==> src/rtl/proj_index_sequencer.sv <==
// Two-level (pass, index) address sequencer for walking the feature-map buffer
// once per MinHash permutation, with stall, abort and free-running restart.
module proj_index_sequencer #(
  parameter int IDX_W  = 8,
  parameter int PASS_W = 4
) (
  input  logic              in_clk,
  input  logic              in_rst,
  input  logic              start,
  input  logic [IDX_W-1:0]  in_len,
  input  logic [PASS_W-1:0] in_passes,
  input  logic              in_continuous,
  input  logic              stall,
  input  logic              abort,
  output logic [IDX_W-1:0]  index,
  output logic [PASS_W-1:0] pass_idx,
  output logic              valid,
  output logic              last_in_pass,
  output logic              busy,
  output logic              finished_count
);

  typedef enum logic [1:0] {
    S_IDLE = 2'd0,
    S_RUN  = 2'd1,
    S_DONE = 2'd2
  } state_t;

  state_t             state_q, state_d;
  logic [IDX_W-1:0]   len_q, len_d;
  logic [PASS_W-1:0]  passes_q, passes_d;
  logic               cont_q, cont_d;
  logic [IDX_W-1:0]   index_q, index_d;
  logic [PASS_W-1:0]  pass_q, pass_d;
  logic               fin_q, fin_d;
  logic               idx_end, pass_end;

  // Only meaningful in RUN, where len and passes are known to be non-zero.
  assign idx_end  = (index_q == (len_q - IDX_W'(1)));
  assign pass_end = (pass_q == (passes_q - PASS_W'(1)));

  always_comb begin
    state_d  = state_q;
    len_d    = len_q;
    passes_d = passes_q;
    cont_d   = cont_q;
    index_d  = index_q;
    pass_d   = pass_q;
    fin_d    = 1'b0;
    case (state_q)
      S_IDLE: begin
        if (start) begin
          len_d    = in_len;
          passes_d = in_passes;
          cont_d   = in_continuous;
          index_d  = '0;
          pass_d   = '0;
          if ((in_len == '0) || (in_passes == '0)) begin
            state_d = S_DONE;
            fin_d   = 1'b1;
          end else begin
            state_d = S_RUN;
          end
        end
      end
      S_RUN: begin
        if (abort) begin
          state_d = S_IDLE;
          index_d = '0;
          pass_d  = '0;
        end else if (!stall) begin
          if (!idx_end) begin
            index_d = index_q + IDX_W'(1);
          end else if (!pass_end) begin
            index_d = '0;
            pass_d  = pass_q + PASS_W'(1);
          end else begin
            // Sequence end: continuous mode wraps in place and pulses next cycle.
            index_d = '0;
            pass_d  = '0;
            fin_d   = 1'b1;
            if (!cont_q) state_d = S_DONE;
          end
        end
      end
      S_DONE: begin
        state_d = S_IDLE;
        index_d = '0;
        pass_d  = '0;
      end
      default: begin
        state_d = S_IDLE;
        index_d = '0;
        pass_d  = '0;
      end
    endcase
  end

  always_ff @(posedge in_clk) begin
    if (in_rst) begin
      state_q  <= S_IDLE;
      len_q    <= '0;
      passes_q <= '0;
      cont_q   <= 1'b0;
      index_q  <= '0;
      pass_q   <= '0;
      fin_q    <= 1'b0;
    end else begin
      state_q  <= state_d;
      len_q    <= len_d;
      passes_q <= passes_d;
      cont_q   <= cont_d;
      index_q  <= index_d;
      pass_q   <= pass_d;
      fin_q    <= fin_d;
    end
  end

  assign index          = index_q;
  assign pass_idx       = pass_q;
  assign valid          = (state_q == S_RUN) && !stall;
  assign last_in_pass   = valid && idx_end;
  assign busy           = (state_q != S_IDLE);
  assign finished_count = fin_q;

endmodule

==> config.mk <==
export PLATFORM = sky130hd
export DESIGN_NAME = proj_index_sequencer
export DESIGN_NICKNAME = d
export VERILOG_FILES = /design/src/rtl/proj_index_sequencer.sv
export SDC_FILE = /design/constraint.sdc
export NUM_CORES = 1
export LEC_CHECK = 0
export ABC_AREA = 1
export CAP_MARGIN = 10
export CORE_MARGIN = 10
export CORE_UTILIZATION = 30
export CTS_CLUSTER_SIZE = 24
export DETAILED_ROUTE_END_ITERATION = 10
export GPL_TIMING_DRIVEN = 0
export PLACE_DENSITY = 0.48
export SYNTH_ARGS = -nofsm -noshare
export SYNTH_HDL_FRONTEND = slang
export SYNTH_SLANG_ARGS = --single-unit
==> constraint.sdc <==
create_clock -name in_clk -period 4.2 [get_ports in_clk]
set_input_delay 0.63 -clock in_clk [delete_from_list [all_inputs] [get_ports in_clk]]
set_output_delay 0.63 -clock in_clk [all_outputs]
set_load 0.005 [all_outputs]
=== After elaboration in Yosys (flattened, before gate mapping) ===
Index checks and enable logic that the tools add are counted.

* Bits in registers: 28
* Input bits: 18
* Output and inout port bits: 16
* Word-level logic and storage cells: 57

* $add $sub $neg: 4
* Equal/unequal tests: 8
* Mux-type cells: 26
* Reductions and logical operators: 12

{| class="wikitable"
|+ Operator list
! kind !! number
|-
| 2-to-1 mux 8 bit || 4
|-
| 2-to-1 mux 4 bit || 5
|-
| case mux 8 bit (2 select lines) || 1
|-
| 2-to-1 mux 2 bit || 7
|-
| inequality test 3 bit, second input constant || 4
|-
| adder 8 x 1 -> 8 bit, second input constant || 1
|-
| == test 8 bit || 1
|-
| zero test 8 bit || 1
|-
| case mux 4 bit (2 select lines) || 1
|-
| subtractor 8 x 1 -> 8 bit, second input constant || 1
|-
| 2-to-1 mux 1 bit || 6
|-
| AND reduction 5 bit || 1
|-
| adder 4 x 1 -> 4 bit, second input constant || 1
|-
| == test 4 bit || 1
|-
| zero test 4 bit || 1
|-
| case mux 2 bit (2 select lines) || 1
|-
| AND reduction 2 bit || 2
|-
| subtractor 4 x 1 -> 4 bit, second input constant || 1
|-
| AND reduction 3 bit || 1
|-
| == test 2 x 1 -> 1 bit, second input constant || 1
|-
| logical AND 1 bit || 2
|-
| zero test 2 bit || 1
|-
| inequality test 2 bit, second input constant || 1
|-
| case mux 1 bit (2 select lines) || 1
|-
| 3 further kinds || 3
|}

=== Logic depth before layout (Yosys ltp) ===
* Depth after elaboration: 7
* Depth in mapped cells: 15
* Mapped depth without buffers: 15

=== Worst setup path after synthesis ===
OpenSTA, ideal clock, no wires.

* Path kind: reg2out
* From: register len_q[0]
* To: output last_in_pass
* Arrival: 1.441 ns
* Required time: 3.570 ns
* Slack: 2.129 ns
* Stages on the path, launching flop included: 10
* Buffers on the path: 0
* Path through: dfxtp_1 > inv_1 > ha_1 > xor2_1 > nand2_1 > nor2_1 > nand3_1 > nor2_2 > nand2_2 > nor3_1

* Longest elaborated chain between the ends: 3

{| class="wikitable"
|+ Ends and longest elaborated chain
! what !! line !! text
|-
| start: declaration || 30 || <nowiki>logic [IDX_W-1:0] len_q, len_d;</nowiki>
|-
| start signal: assignment || 110 || <nowiki>len_q <= len_d;</nowiki>
|-
| subtractor 8 x 1 -> 8 bit || 39 || <nowiki>assign idx_end = (index_q == (len_q - IDX_W'(1)));</nowiki>
|-
| == test 8 bit || 39 ||
|-
| logical AND 1 bit || 122 || <nowiki>assign last_in_pass = valid && idx_end;</nowiki>
|-
| end: declaration || 18 || <nowiki>output logic last_in_pass,</nowiki>
|}

No other way between the ends.

=== Worst setup path in the final report ===
Same ends and word-level chain as after synthesis.

==> impl_metrics.py <==
metrics = {
    "worst_hold_path": {
        "min_path_type": "register to register",
    },
    "route": {
        "vias": 1543,
        "via_per_inst": 4.52,
        "drt_wl_total_um": 4120,
        "drtIter0Drc": 79,
        "ant_nets": 0,
        "post_drt_wl_per_cell_um": 12.1,
        "remaining_drc_errors": 0,
        "drt_first_pass_iters": 4,
    },
    "power": {
        "p_int_uw": 442,
        "power-per-cell-area_nw_per_um2": 305,
        "combPwrFrac_pct": 27.3,
        "power.net_switching_uw": 200,
        "irDropWorstVdd_uv": 128,
        "clock_power_share_pct": 26.0,
        "p_seq_share_pct": 46.7,
        "p_leak_uw": 0.000864,
        "swShare_pct": 31.2,
    },
    "timing": {
        "rsz0062_at_grt": "no",
        "whs_ns": 0.479,
        "drv_slew": 0,
        "post-route-min-period_ns": 3.07,
        "min_period_over_period_pct": 73.2,
        "max_slew_margin_pct": 70.2,
        "max_freq_mhz": 325,
        "setup_viol": 0,
        "finalHoldViolations": 0,
        "finClkSkew_ns": 0.00209,
        "worstMarginPinSlew_ns": 0.448,
        "finalSetupTns_ns": 0,
    },
    "clock_network": {
        "post_cts_buffers": 0,
        "clk_pin_slew_ns": 0.10,
        "clk_latency_ns": 0.27,
        "h-tree-depth": 1,
        "clock-sinks": 28,
        "cts-hold-fix-buffers": 0,
        "tritoncts": "built",
        "cts.path.max_buffers": 2,
        "numCtsBuffers": 3,
        "cts_root_buf": "clkbuf_8",
        "cts_resized": 0,
    },
    "layout": {
        "fin_nets": 294,
        "finalInstanceArea_um2": 2100,
        "drive_gt1_share_pct": 8.86,
        "synthToLayoutAreaGrowth_pct": 29.0,
        "diodes": 0,
    },
    "global_routing": {
        "busiest_layer": "met2",
        "grt_use_met3_pct": 2.72,
        "use_met2_pct": 14.6,
        "grt_pass1_vias": 1507,
        "grtUsageTotal_pct": 9.72,
        "gr-total-overflow": 0,
        "grt_max_degree": 16,
        "antenna_found_initial": 0,
        "use_met1_pct": 12.9,
        "grt_pass1_wl_um": 7020,
    },
    "die": {
        "dieArea_um2": 8780,
        "die_h_um": 93.7,
        "die_w_um": 93.7,
        "core_um2": 5170,
        "ios": 34,
        "initial_core_util_pct": 31.5,
        "num_rows": 26,
    },
    "place": {
        "placed_area_um2": 2050,
        "gp_congestion": 0.750,
        "hpwl_um": 3400,
        "io_buffers": 33,
    },
    "logic_synthesis": {
        "synthMuxAreaShare_pct": 0,
        "synthSimpleGateAreaFrac_pct": 37.8,
        "seq_area_frac_synth_pct": 34.4,
        "synth_fp_nets": 256,
        "synth_cell_types": 26,
        "yosysTopAreaCell": "dfxtp_1",
        "synth_area_um2": 1630,
        "yosysTopAreaCellShare_pct": 34.4,
        "synth-compound-area-share_pct": 10.1,
        "ys_seq_elements": 28,
        "synth_cells": 234,
        "synth_xor_area_share_pct": 8.60,
        "synth_fa_ha_area_share_pct": 3.07,
        "syn_avg_cell_area_um2": 6.96,
        "synth_top_family_by_area": "simple AND/OR/NAND/NOR gates",
        "synth_area_leaders": "dfxtp_1 34%, nand2_1 10%, nor2_1 8.1%",
        "synth_warnings": 0,
    },
    "critical_path": {
        "worst_setup_path_start_kind": "register",
        "crit_required_ns": 3.57,
        "cp_num_buf_inv": 3,
        "max_stage_delay_ns": 0.55,
        "cp.arrival_ns": 2.44,
        "cp_top_family": "simple AND/OR/NAND/NOR gates",
        "cpMaxStageDelayCell": "clkdlybuf4s50_1",
        "crit_path_end_kind": "output port",
        "crit_chain": "inv_1, ha_1, inv_1, nand2_1, nand2_1, nor2_1, nor2_1, nand3_1, nor2_2, nand2_2, nor3_1, clkdlybuf4s50_1",
        "crit_type": "register to output port",
        "path_max_fanout": 5,
    },
    "status": {
        "status": "complete, no violations",
    },
    "flow_run": {
        "maxCapViolCount": 0,
    },
}
synthesized netlist by cell type:
library cell	instances
nand2_1	45
nor2_1	35
dfxtp_1	28
inv_1	21
nand3_1	19
a21oi_1	15
o21ai_0	14
xor2_1	12
ha_1	4
nand2_4	4
nand4_1	4
nor2_2	4
xnor2_1	4
clkbuf_1	3
nand2_2	3
nor4_1	3
nand3b_1	2
nor2_4	2
nor3_1	2
nor3_2	2
o21ai_1	2
or2_2	2
a21oi_2	1
clkbuf_2	1
inv_2	1
or4_1	1
final cells by class:
| type | instances | area [um2] |
|---|---|---|
| clock buffers | 4 | 55.1 |
| repair buffers | 33 | 330 |
| fillers | 551 | 3070 |
| plain buffers | 4 | 16.3 |
| inverters | 22 | 82.6 |
| multi-input cells | 180 | 970 |
| well taps | 70 | 87.6 |
| flip-flops and latches | 28 | 561 |
registers in the layout, summed over array words and instances, names as in the netlist:
register,flops
index,8
len_q,8
pass_idx,4
passes_q,4
state_q,2
cont_q,1
finished_count,1
kinds of logic after synthesis:
kind of cell / count (synthesis)
DFF: 28
AOI/OAI and AO/OA: 32
buffers and inverters: 26
xor gates and xnor gates: 16
adders and majority gates: 4
and+or+nand+nor: 128
cells in the final DEF (no fill, tap or decap), types with 3 or more instances in the layout:
cell type	Yosys	layout
nand2_1	45	45
nor2_1	35	35
clkdlybuf4s50_1	0	33
dfxtp_1	28	28
inv_1	21	21
nand3_1	19	19
a21oi_1	15	15
o21ai_0	14	14
xor2_1	12	12
nand2_4	4	4
nor2_2	4	4
nand4_1	4	4
xnor2_1	4	4
ha_1	4	4
clkbuf_8	0	4
nand2_2	3	3
clkbuf_1	3	3
nor4_1	3	3
final timing paths:
check	from	to	slack, ns	cells after the start
hold reg to reg	len_q[7]	len_q[7]	0.48	2
setup reg to reg	len_q[0]	index[7]	2.28	14
hold / removal	len_q[7]	len_q[7]	0.48	2
setup / recovery	len_q[0]	last_in_pass	1.13	12
power by group through the flow:
stage               combinational [uW]  sequential, uW  clock, uW
global placement                   177             306          0
CTS                                177             300        176
floorplan                          123             303          0
global route                       201             303        186
detailed placement                 177             307          0
finish                             175             300        167
metal layers:
| metal | vias up | wire, um |
|---|---|---|
| li1 | 837 | - |
| met1 | 666 | 2070 |
| met2 | 38 | 1720 |
| met3 | 2 | 288 |
| met4 | 0 | 36 |
| met5 | - | 0 |
through the flow:
stage	utilization, %	instances	total power [uW]	setup slack (ns)
6_report	40.6	341	642	1.13
5_1_grt	40.6	341	690	0.874
4_1_cts	40.6	341	654	1.06
3_5_place_dp	39.6	337	484	1.37
3_3_place_gp	39.6	337	484	1.46
2_1_floorplan	-	234	426	2.13
worst min-delay path: stages, from the launching register on:
cell and delay (ns):
dfxtp_1 0.32, inv_1 0.07, a21oi_1 0.06
Power figures use the tool's default switching activity.
